`src/rtl/stream_req_arbiter.sv`:
```
// Round-robin arbiter that hands the shared weight/activation read port to one PE
// controller at a time and walks its filter slice and input tile beat by beat.
module stream_req_arbiter #(
   parameter int NUM_PE = 4,
   parameter int K_W    = 6,
   parameter int L_W    = 3,
   parameter int LEN_W  = 12,
   parameter int ADDR_W = 16
) (
   input  logic                    clk,
   input  logic                    rst,
   input  logic [NUM_PE-1:0]       req_filter_valid,
   input  logic [NUM_PE-1:0]       req_input_valid,
   input  logic [NUM_PE*K_W-1:0]   req_k,
   input  logic [NUM_PE*L_W-1:0]   req_layer,
   input  logic [LEN_W-1:0]        cfg_filter_len,
   input  logic [LEN_W-1:0]        cfg_input_len,
   input  logic [ADDR_W-1:0]       cfg_filter_base,
   input  logic [ADDR_W-1:0]       cfg_input_base,
   output logic                    rd_valid,
   input  logic                    rd_ready,
   output logic [ADDR_W-1:0]       rd_addr,
   output logic                    rd_is_input,
   output logic [L_W-1:0]          rd_layer,
   output logic [NUM_PE-1:0]       rd_pe,
   output logic [NUM_PE-1:0]       filter_finish,
   output logic [NUM_PE-1:0]       input_finish,
   output logic                    busy
);

   localparam int PTR_W = (NUM_PE > 1) ? $clog2(NUM_PE) : 1;
   localparam int FW    = K_W + LEN_W + ADDR_W;

   typedef enum logic [1:0] {
      ST_IDLE   = 2'd0,
      ST_FILTER = 2'd1,
      ST_INPUT  = 2'd2,
      ST_DONE   = 2'd3
   } state_t;

   state_t            state_r, state_s;
   logic [PTR_W-1:0]  rr_ptr_r, rr_ptr_s;
   logic [NUM_PE-1:0] mask_r, mask_s, grant_r, grant_s;
   logic [LEN_W-1:0]  beat_r, beat_s, flen_r, flen_s, ilen_r, ilen_s;
   logic [ADDR_W-1:0] fbase_r, fbase_s, ibase_r, ibase_s;
   logic [L_W-1:0]    layer_r, layer_s;
   logic              in_req_r, in_req_s;

   logic              accept_s;
   logic [NUM_PE-1:0] elig_s;
   logic              found_s;
   logic [PTR_W-1:0]  win_s, idx_s;
   logic [K_W-1:0]    sel_k_s;
   logic [FW-1:0]     fbase_full_s;

   logic              rd_valid_s, rd_is_input_s, busy_s;
   logic [ADDR_W-1:0] rd_addr_s;
   logic [L_W-1:0]    rd_layer_s;
   logic [NUM_PE-1:0] rd_pe_s, filter_finish_s, input_finish_s;

   assign accept_s = rd_valid & rd_ready;

   // Round-robin search for the first unmasked requester starting at rr_ptr.
   always_comb begin
      elig_s  = req_filter_valid & ~mask_r;
      found_s = 1'b0;
      win_s   = '0;
      idx_s   = '0;
      for (int i = 0; i < NUM_PE; i++) begin
         idx_s = PTR_W'((int'(rr_ptr_r) + i) % NUM_PE);
         if (!found_s && elig_s[idx_s]) begin
            found_s = 1'b1;
            win_s   = idx_s;
         end else begin
            win_s = win_s;
         end
      end
      sel_k_s      = req_k[win_s*K_W +: K_W];
      fbase_full_s = FW'(cfg_filter_base) + FW'(sel_k_s) * FW'(cfg_filter_len);
   end

   // Next-state and next-context logic.
   always_comb begin
      state_s  = state_r;
      rr_ptr_s = rr_ptr_r;
      mask_s   = mask_r;
      grant_s  = grant_r;
      beat_s   = beat_r;
      flen_s   = flen_r;
      ilen_s   = ilen_r;
      fbase_s  = fbase_r;
      ibase_s  = ibase_r;
      layer_s  = layer_r;
      in_req_s = in_req_r;
      case (state_r)
         ST_IDLE: begin
            mask_s = '0;
            if (found_s) begin
               grant_s  = NUM_PE'(1) << win_s;
               layer_s  = req_layer[win_s*L_W +: L_W];
               in_req_s = req_input_valid[win_s];
               flen_s   = cfg_filter_len;
               ilen_s   = cfg_input_len;
               fbase_s  = fbase_full_s[ADDR_W-1:0];
               ibase_s  = cfg_input_base;
               beat_s   = '0;
               if (int'(win_s) == NUM_PE - 1) begin
                  rr_ptr_s = '0;
               end else begin
                  rr_ptr_s = win_s + PTR_W'(1);
               end
               if (cfg_filter_len != '0) begin
                  state_s = ST_FILTER;
               end else if (req_input_valid[win_s] && cfg_input_len != '0) begin
                  state_s = ST_INPUT;
               end else begin
                  state_s = ST_DONE;
               end
            end else begin
               state_s = ST_IDLE;
            end
         end
         ST_FILTER: begin
            if (accept_s && beat_r == flen_r - LEN_W'(1)) begin
               beat_s  = '0;
               state_s = (in_req_r && ilen_r != '0) ? ST_INPUT : ST_DONE;
            end else if (accept_s) begin
               beat_s = beat_r + LEN_W'(1);
            end else begin
               beat_s = beat_r;
            end
         end
         ST_INPUT: begin
            if (accept_s && beat_r == ilen_r - LEN_W'(1)) begin
               beat_s  = '0;
               state_s = ST_DONE;
            end else if (accept_s) begin
               beat_s = beat_r + LEN_W'(1);
            end else begin
               beat_s = beat_r;
            end
         end
         ST_DONE: begin
            state_s = ST_IDLE;
            mask_s  = grant_r;
         end
         default: begin
            state_s = ST_IDLE;
         end
      endcase
   end

   // Output values for the coming cycle, decoded from the next state so they can be registered.
   always_comb begin
      rd_valid_s      = (state_s == ST_FILTER) || (state_s == ST_INPUT);
      rd_is_input_s   = (state_s == ST_INPUT);
      busy_s          = (state_s != ST_IDLE);
      rd_layer_s      = busy_s ? layer_s : '0;
      rd_pe_s         = busy_s ? grant_s : '0;
      filter_finish_s = (state_s == ST_DONE) ? grant_s : '0;
      input_finish_s  = (state_s == ST_DONE && in_req_s) ? grant_s : '0;
      case (state_s)
         ST_FILTER: rd_addr_s = fbase_s + ADDR_W'(beat_s);
         ST_INPUT:  rd_addr_s = ibase_s + ADDR_W'(beat_s);
         default:   rd_addr_s = '0;
      endcase
   end

   // State, arbitration and burst context registers.
   always_ff @(posedge clk) begin
      if (rst) begin
         state_r  <= ST_IDLE;
         rr_ptr_r <= '0;
         mask_r   <= '0;
         grant_r  <= '0;
         beat_r   <= '0;
         flen_r   <= '0;
         ilen_r   <= '0;
         fbase_r  <= '0;
         ibase_r  <= '0;
         layer_r  <= '0;
         in_req_r <= 1'b0;
      end else begin
         state_r  <= state_s;
         rr_ptr_r <= rr_ptr_s;
         mask_r   <= mask_s;
         grant_r  <= grant_s;
         beat_r   <= beat_s;
         flen_r   <= flen_s;
         ilen_r   <= ilen_s;
         fbase_r  <= fbase_s;
         ibase_r  <= ibase_s;
         layer_r  <= layer_s;
         in_req_r <= in_req_s;
      end
   end

   // Registered outputs.
   always_ff @(posedge clk) begin
      if (rst) begin
         rd_valid      <= 1'b0;
         rd_addr       <= '0;
         rd_is_input   <= 1'b0;
         rd_layer      <= '0;
         rd_pe         <= '0;
         filter_finish <= '0;
         input_finish  <= '0;
         busy          <= 1'b0;
      end else begin
         rd_valid      <= rd_valid_s;
         rd_addr       <= rd_addr_s;
         rd_is_input   <= rd_is_input_s;
         rd_layer      <= rd_layer_s;
         rd_pe         <= rd_pe_s;
         filter_finish <= filter_finish_s;
         input_finish  <= input_finish_s;
         busy          <= busy_s;
      end
   end

endmodule

```
`config.mk`:
```
export PLATFORM = sky130hd
export DESIGN_NAME = stream_req_arbiter
export DESIGN_NICKNAME = d
export VERILOG_FILES = /design/src/rtl/stream_req_arbiter.sv
export SDC_FILE = /design/constraint.sdc
export NUM_CORES = 1
export LEC_CHECK = 0
export CELL_PAD_IN_SITES_DETAIL_PLACEMENT = 1
export CELL_PAD_IN_SITES_GLOBAL_PLACEMENT = 1
export CORE_MARGIN = 4
export CORE_UTILIZATION = 45
export CTS_BUF_LIST = sky130_fd_sc_hd__clkbuf_16
export CTS_CLUSTER_DIAMETER = 100
export DETAILED_ROUTE_END_ITERATION = 10
export GPL_ROUTABILITY_DRIVEN = 0
export PLACE_DENSITY = 0.95
export SLEW_MARGIN = 20
export SYNTH_ARGS = -nofsm -noshare
export SYNTH_HDL_FRONTEND = slang
export SYNTH_SLANG_ARGS = --single-unit
```
`constraint.sdc`:
```
create_clock -name clk -period 23.5 [get_ports clk]
set_clock_uncertainty 0.15 [all_clocks]
set_input_delay 4.7 -clock clk [delete_from_list [all_inputs] [get_ports clk]]
set_output_delay 4.7 -clock clk [all_outputs]
set_load 0.01 [all_outputs]
```
==> flow_metrics.env, run 1 <==
export IMPL_synth_edf_count=0
export IMPL_chipHeight_um=150
export IMPL_syn_num_nets=1306
export IMPL_wirelength_mm=32.6
export IMPL_async_reset_ff_share_pct=0
export IMPL_min_path_type="reg2reg"
export IMPL_path_clk_slew_ps=70
export IMPL_drt_pre_antenna_iters=5
export IMPL_core_area_um2=19700
export IMPL_cts_setup_buffers=0
export IMPL_grtUsageTotal_pct=29.5
export IMPL_fp_row_count=51
export IMPL_dp_hpwl_mm=22.9
export IMPL_slew_viol_final=0
export IMPL_setup_viol=0
export IMPL_crit_required_ps=23710
export IMPL_nets=1415
export IMPL_die_w_um=150
export IMPL_rsz0062_at_grt="no"
export IMPL_clock_sinks=118
export IMPL_timing_final_crit_share_pct=58.2
export IMPL_gr_total_overflow=0
export IMPL_seq_area_um2=2360
export IMPL_diodes=0
export IMPL_ant_nets=0
export IMPL_multi_input_area_um2=6160
export IMPL_critPathSlowestCell="a21oi_1"
export IMPL_critPathMaxFanout=23
export IMPL_drc=0
export IMPL_max_freq_mhz=73.1
export IMPL_yosysSeqAreaShare_pct=25.9
export IMPL_io_pins=137
export IMPL_synth_ff_type="dfxtp_1"
export IMPL_vias_per_cell=5.99
export IMPL_hold_violations=0
export IMPL_htree_num_levels=4
export IMPL_worstMarginPinSlew_ps=1080
export IMPL_setup_slack_ps=9810
export IMPL_wl_per_cell_um=22.0
export IMPL_yosys_register_bits=118
export IMPL_ctsResizeCount=0
export IMPL_cts_tree="built"
export IMPL_drt_iter0_drc=767
export IMPL_worstPathArrival_ps=13900
export IMPL_synthCells=1095
export IMPL_yosys_warnings=0
export IMPL_num_vias=8871
export IMPL_post_route_min_period_ps=13690
export IMPL_drv_cap=0
export IMPL_cp_slowest_stage_delay_ps=840
export IMPL_dieArea_um2=22600
export IMPL_clk_latency_ps=440
export IMPL_criticalPathCategory="in2reg"
export IMPL_status="completed"
export IMPL_area_growth_pct=23.7
export IMPL_tns_ps=0
export IMPL_grt_pass1_vias=9564
export IMPL_n_fill_cell=2301
export IMPL_antenna_found_initial=0
export IMPL_grt_pass1_wl_mm=52.1
export IMPL_cts_buffers=17
export IMPL_drive_above_1_share_pct=5.34
export IMPL_grt_max_degree=79
export IMPL_syn_avg_cell_area_um2=8.34
export IMPL_initial_core_util_pct=46.3
export IMPL_io_buffers=136
export IMPL_dp_slack_ps=9930
export IMPL_clock_root_buffer="clkbuf_16"
export IMPL_max_slew_margin_pct=28.1
export IMPL_cts_path_max_buffers=2
export IMPL_end_kind="flop"
export IMPL_synthDistinctLibCells=76
export IMPL_start_kind="input port"
export IMPL_hold_buffers=0
export IMPL_syn_area_um2=9140
## area by class of cell
| type | count | share of cell area [%] |
|---|---|---|
| multi-input combinational | 818 | 54.5 |
| inverter | 107 | 3.56 |
| sequential | 118 | 20.9 |
| clock buffer | 17 | 3.77 |
| clock inverter | 15 | 1.92 |
| timing repair buffer | 142 | 12.4 |
| tap | 265 | 2.93 |
## synth_stat cells (20+ instances only)
library cell,count,area share [%]
nand3_1,24,1.3
inv_1,106,4.4
nor2_1,84,3.5
nand2_1,111,4.6
xnor2_1,33,3.2
nor3_1,20,1.1
clkbuf_1,34,1.4
ha_1,55,7.5
mux2i_1,54,5.9
fa_1,53,12
a21o_1,22,1.8
and2_1,70,4.8
dfxtp_1,118,26
a21oi_1,81,4.4
o21ai_0,22,1.2
## cell families after synthesis
family	synth area share (%)
muxes	6.33
DFF	25.9
and+or+nand+nor	21.6
adders and majority gates	19.1
AOI/OAI and AO/OA	14.9
xor gates and xnor gates	5.14
buffers and inverters	6.97
## per-layer routing
layer  GRT usage (%)  up-vias  wire length, um
met2            53.1      386            16800
met1            33.3     4446            12500
li1                -     3921                -
met4            13.7        0             1410
met5               0        -                0
met3            6.26      118             1860
## worst max-delay path: cells and delay by family
family / cells / cell delay [ps]
muxes: 2 / 340
xor gates and xnor gates: 1 / 190
and+or+nand+nor: 6 / 1710
AOI/OAI and AO/OA: 10 / 3100
buffers and inverters: 6 / 1190
adders and majority gates: 6 / 2660
## final timing paths
| path | startpoint | endpoint | slack (ps) | depth (start not counted) |
|---|---|---|---|---|
| worst max-delay path | req_filter_valid[0] | rd_addr[15] | 9810 | 31 |
| worst min-delay path | layer_r[0] | layer_r[0] | 330 | 2 |
| worst max register to register | mask_r[0] | rd_addr[15] | 14140 | 30 |
| worst min register to register | layer_r[0] | layer_r[0] | 330 | 2 |
## layout by cell type (no fill, tap or decap), types with 6 or more instances in the layout
cell type	netlist	routed
nand2_1	111	111
nor2_1	84	84
nor2b_1	14	13
o21a_1	8	8
xor2_1	18	18
and2_1	70	70
nor3_1	20	20
a211oi_1	12	12
mux2i_1	54	54
buf_4	1	6
o31ai_1	10	10
and3_1	9	9
nand3_1	24	24
clkdlybuf4s50_1	0	135
fa_1	53	53
or3_1	6	6
ha_1	55	55
o21ai_0	22	22
a21oi_1	81	80
inv_1	106	106
xnor2_1	33	33
dfxtp_1	118	118
a22oi_1	7	7
clkbuf_16	0	17
nor4_1	17	17
a21o_1	22	22
nand2b_1	7	6
## per-stage QoR
step | cells | instance area, um2 | hold slack, ps | utilization (%)
6_report | 1482 | 11300 | 326 | 57.3
5_1_grt | 1482 | 11300 | 345 | 57.3
4_1_cts | 1482 | 11300 | 325 | 57.3
3_5_place_dp | 1450 | 10600 | 303 | 54.0
3_3_place_gp | 1450 | 10600 | 291 | 54.0
2_1_floorplan | 1095 | 9140 | 282 | -
## registers in the layout (all words and copies together), names as in the netlist, 12 cells and up
signal,cells
beat_r,12
fbase_r,16
flen_r,12
ibase_r,16
ilen_r,12
rd_addr,16
Power of run 1 is not shown: default switching activity piles up to over one toggle a cycle in this logic, so the estimate is an artifact.
==> run 2, diff against run 1 <==
- CORE_UTILIZATION: 45 -> 38
- PLACE_DENSITY: 0.95 -> 0.87
- clock period: 23.5 -> 11.25 ns (I/O delays scaled with it)
==> run 2 against run 1 <==
  * Routed wire length shrank 11%
  * Global-route usage shrank 7.4 points
  * First-iteration DRC count shrank 24%
  * Clock-buffer cell count is the same
  * Die area grew 17%
  * Flip-flop and latch count is the same
  * Worst setup slack lost 9000 ps
  * Design area grew 1.0%
  * Final cell count grew 4.0%
  * Critical path depth shrank 2
  * Via count shrank 5.8%
==> flow_metrics.env, run 2 (synthesis gave the netlist of run 1 again) <==
export IMPL_status="completed"
export IMPL_htree_num_levels=4
export IMPL_fp_row_count=56
export IMPL_criticalPathCategory="in2reg"
export IMPL_final_cell_mix="clkdlybuf4s50_1 (135), dfxtp_1 (118), nand2_1 (111)"
export IMPL_initial_core_util_pct=38.8
export IMPL_cts_path_max_buffers=2
export IMPL_post_route_min_period_ps=10470
export IMPL_grtUsageTotal_pct=22.1
export IMPL_io_buffers=136
export IMPL_die_w_um=163
export IMPL_setup_viol=0
export IMPL_diodes=0
export IMPL_clock_sinks=118
export IMPL_nets=1421
export IMPL_antenna_found_initial=0
export IMPL_io_pins=137
export IMPL_drt_iter0_drc=586
export IMPL_crit_required_ps=11460
export IMPL_cts_tree="built"
export IMPL_grt_max_degree=79
export IMPL_critPathSlowestCell="a22oi_1"
export IMPL_critPathMaxFanout=12
export IMPL_drt_pre_antenna_iters=5
export IMPL_dp_hpwl_mm=22.2
export IMPL_final_common_cell="clkdlybuf4s50_1"
export IMPL_placedCellCount=1510
export IMPL_start_kind="input port"
export IMPL_vias_per_cell=5.42
export IMPL_hold_violations=0
export IMPL_instances_no_fill=1542
export IMPL_ant_nets=0
export IMPL_cts_setup_buffers=0
export IMPL_ctsResizeCount=0
export IMPL_max_slew_margin_pct=27.3
export IMPL_min_path_type="reg2reg"
export IMPL_worstMarginPinSlew_ps=1070
export IMPL_path_common_cell="fa_1"
export IMPL_area_growth_pct=24.9
export IMPL_tns_ps=0
export IMPL_clk_latency_ps=430
export IMPL_end_kind="flop"
export IMPL_n_fill_cell=2831
export IMPL_num_vias=8356
export IMPL_wirelength_mm=29.1
export IMPL_drc=0
export IMPL_timing_final_crit_share_pct=93.1
export IMPL_drive_above_1_share_pct=5.81
export IMPL_cp_slowest_stage_delay_ps=720
export IMPL_worstPathArrival_ps=10680
export IMPL_powerDensity_nw_per_um2=371
export IMPL_slew_viol_final=0
export IMPL_wl_per_cell_um=18.9
export IMPL_gr_total_overflow=0
export IMPL_grt_pass1_vias=9025
export IMPL_cts_buffers=17
export IMPL_core_area_um2=23500
export IMPL_chipHeight_um=163
export IMPL_hold_buffers=0
export IMPL_grt_pass1_wl_mm=46.6
export IMPL_clock_root_buffer="clkbuf_16"
export IMPL_max_freq_mhz=95.5
export IMPL_dieArea_um2=26600
export IMPL_path_clk_slew_ps=60
export IMPL_rsz0062_at_grt="no"
export IMPL_p_leak_uw=0.00502
export IMPL_ir_worst_vdd_uv=489
export IMPL_largestRegisters="fbase_r: 16 flops, ibase_r: 16 flops, rd_addr: 16 flops"
export IMPL_drv_cap=0
==> run 2: cell types whose count changed in the layout (fill, tap and decap cells not counted), sizes merged <==
cell,change
buf,+6
==> run 2: area by class of cell <==
cell class | count | area [um2] | area share [%]
flip-flops and latches | 118 | 2360 | 20.7
multi-input cells | 818 | 6160 | 54.0
clock inverters | 15 | 216 | 1.90
well taps | 319 | 399 | 3.50
repair buffers | 148 | 1450 | 12.7
inverters | 107 | 402 | 3.52
clock buffers | 17 | 425 | 3.73
==> run 2: critical path, delay by kind of cell <==
family,cells,cell delay [ps]
AO/OA/AOI/OAI,9,2750
adder cells (fa/ha/maj),6,2720
AND/OR/NAND/NOR,5,1500
buffers and inverters,5,850
multiplexers,3,410
XOR/XNOR,1,190
==> run 2: stage by stage <==
stage | hold WS (ps) | instance area [um2] | power, uW | setup slack, ps | utilization [%]
after floorplan | 282 | 9140 | 2760 | 1760 | -
after global placement | 290 | 10800 | 3440 | 860 | 45.7
after detailed placement | 301 | 10800 | 3610 | 396 | 45.7
after CTS | 309 | 11400 | 4250 | 842 | 48.5
after global routing | 338 | 11400 | 4640 | 210 | 48.5
final | 309 | 11400 | 4230 | 777 | 48.5
==> run 2: path summary, 6_finish.rpt <==
kind,startpoint,end,slack (ps),cells past startpoint
worst max-delay path,req_filter_valid[0],rd_addr[15],780,29
worst min-delay path,layer_r[2],layer_r[2],310,2
worst max register to register,mask_r[0],rd_addr[15],2660,28
worst min register to register,layer_r[2],layer_r[2],310,2
==> run 2: routing by layer <==
layer  part of all wire [%]  up-vias  GRT usage [%]
li1                       -     3939              -
met1                     41     4197           26.4
met2                     53      176           41.0
met3                    3.9       44           3.23
met4                    1.9        0           6.48
met5                      0        -              0
==> run 2: power by group <==
group,total [uW],switching (uW),internal (uW)
logic,3100,1830,1260
registers,540,42.8,497
clock network,598,222,376
total,4230,2090,2140
(Power assumes the default switching activity.)
==> run 3, diff against run 2 <==
- SETUP_SLACK_MARGIN: not set -> 0.02
==> results of run 3 <==
No change in the layout: final DEF, timing and power equal those of run 2.
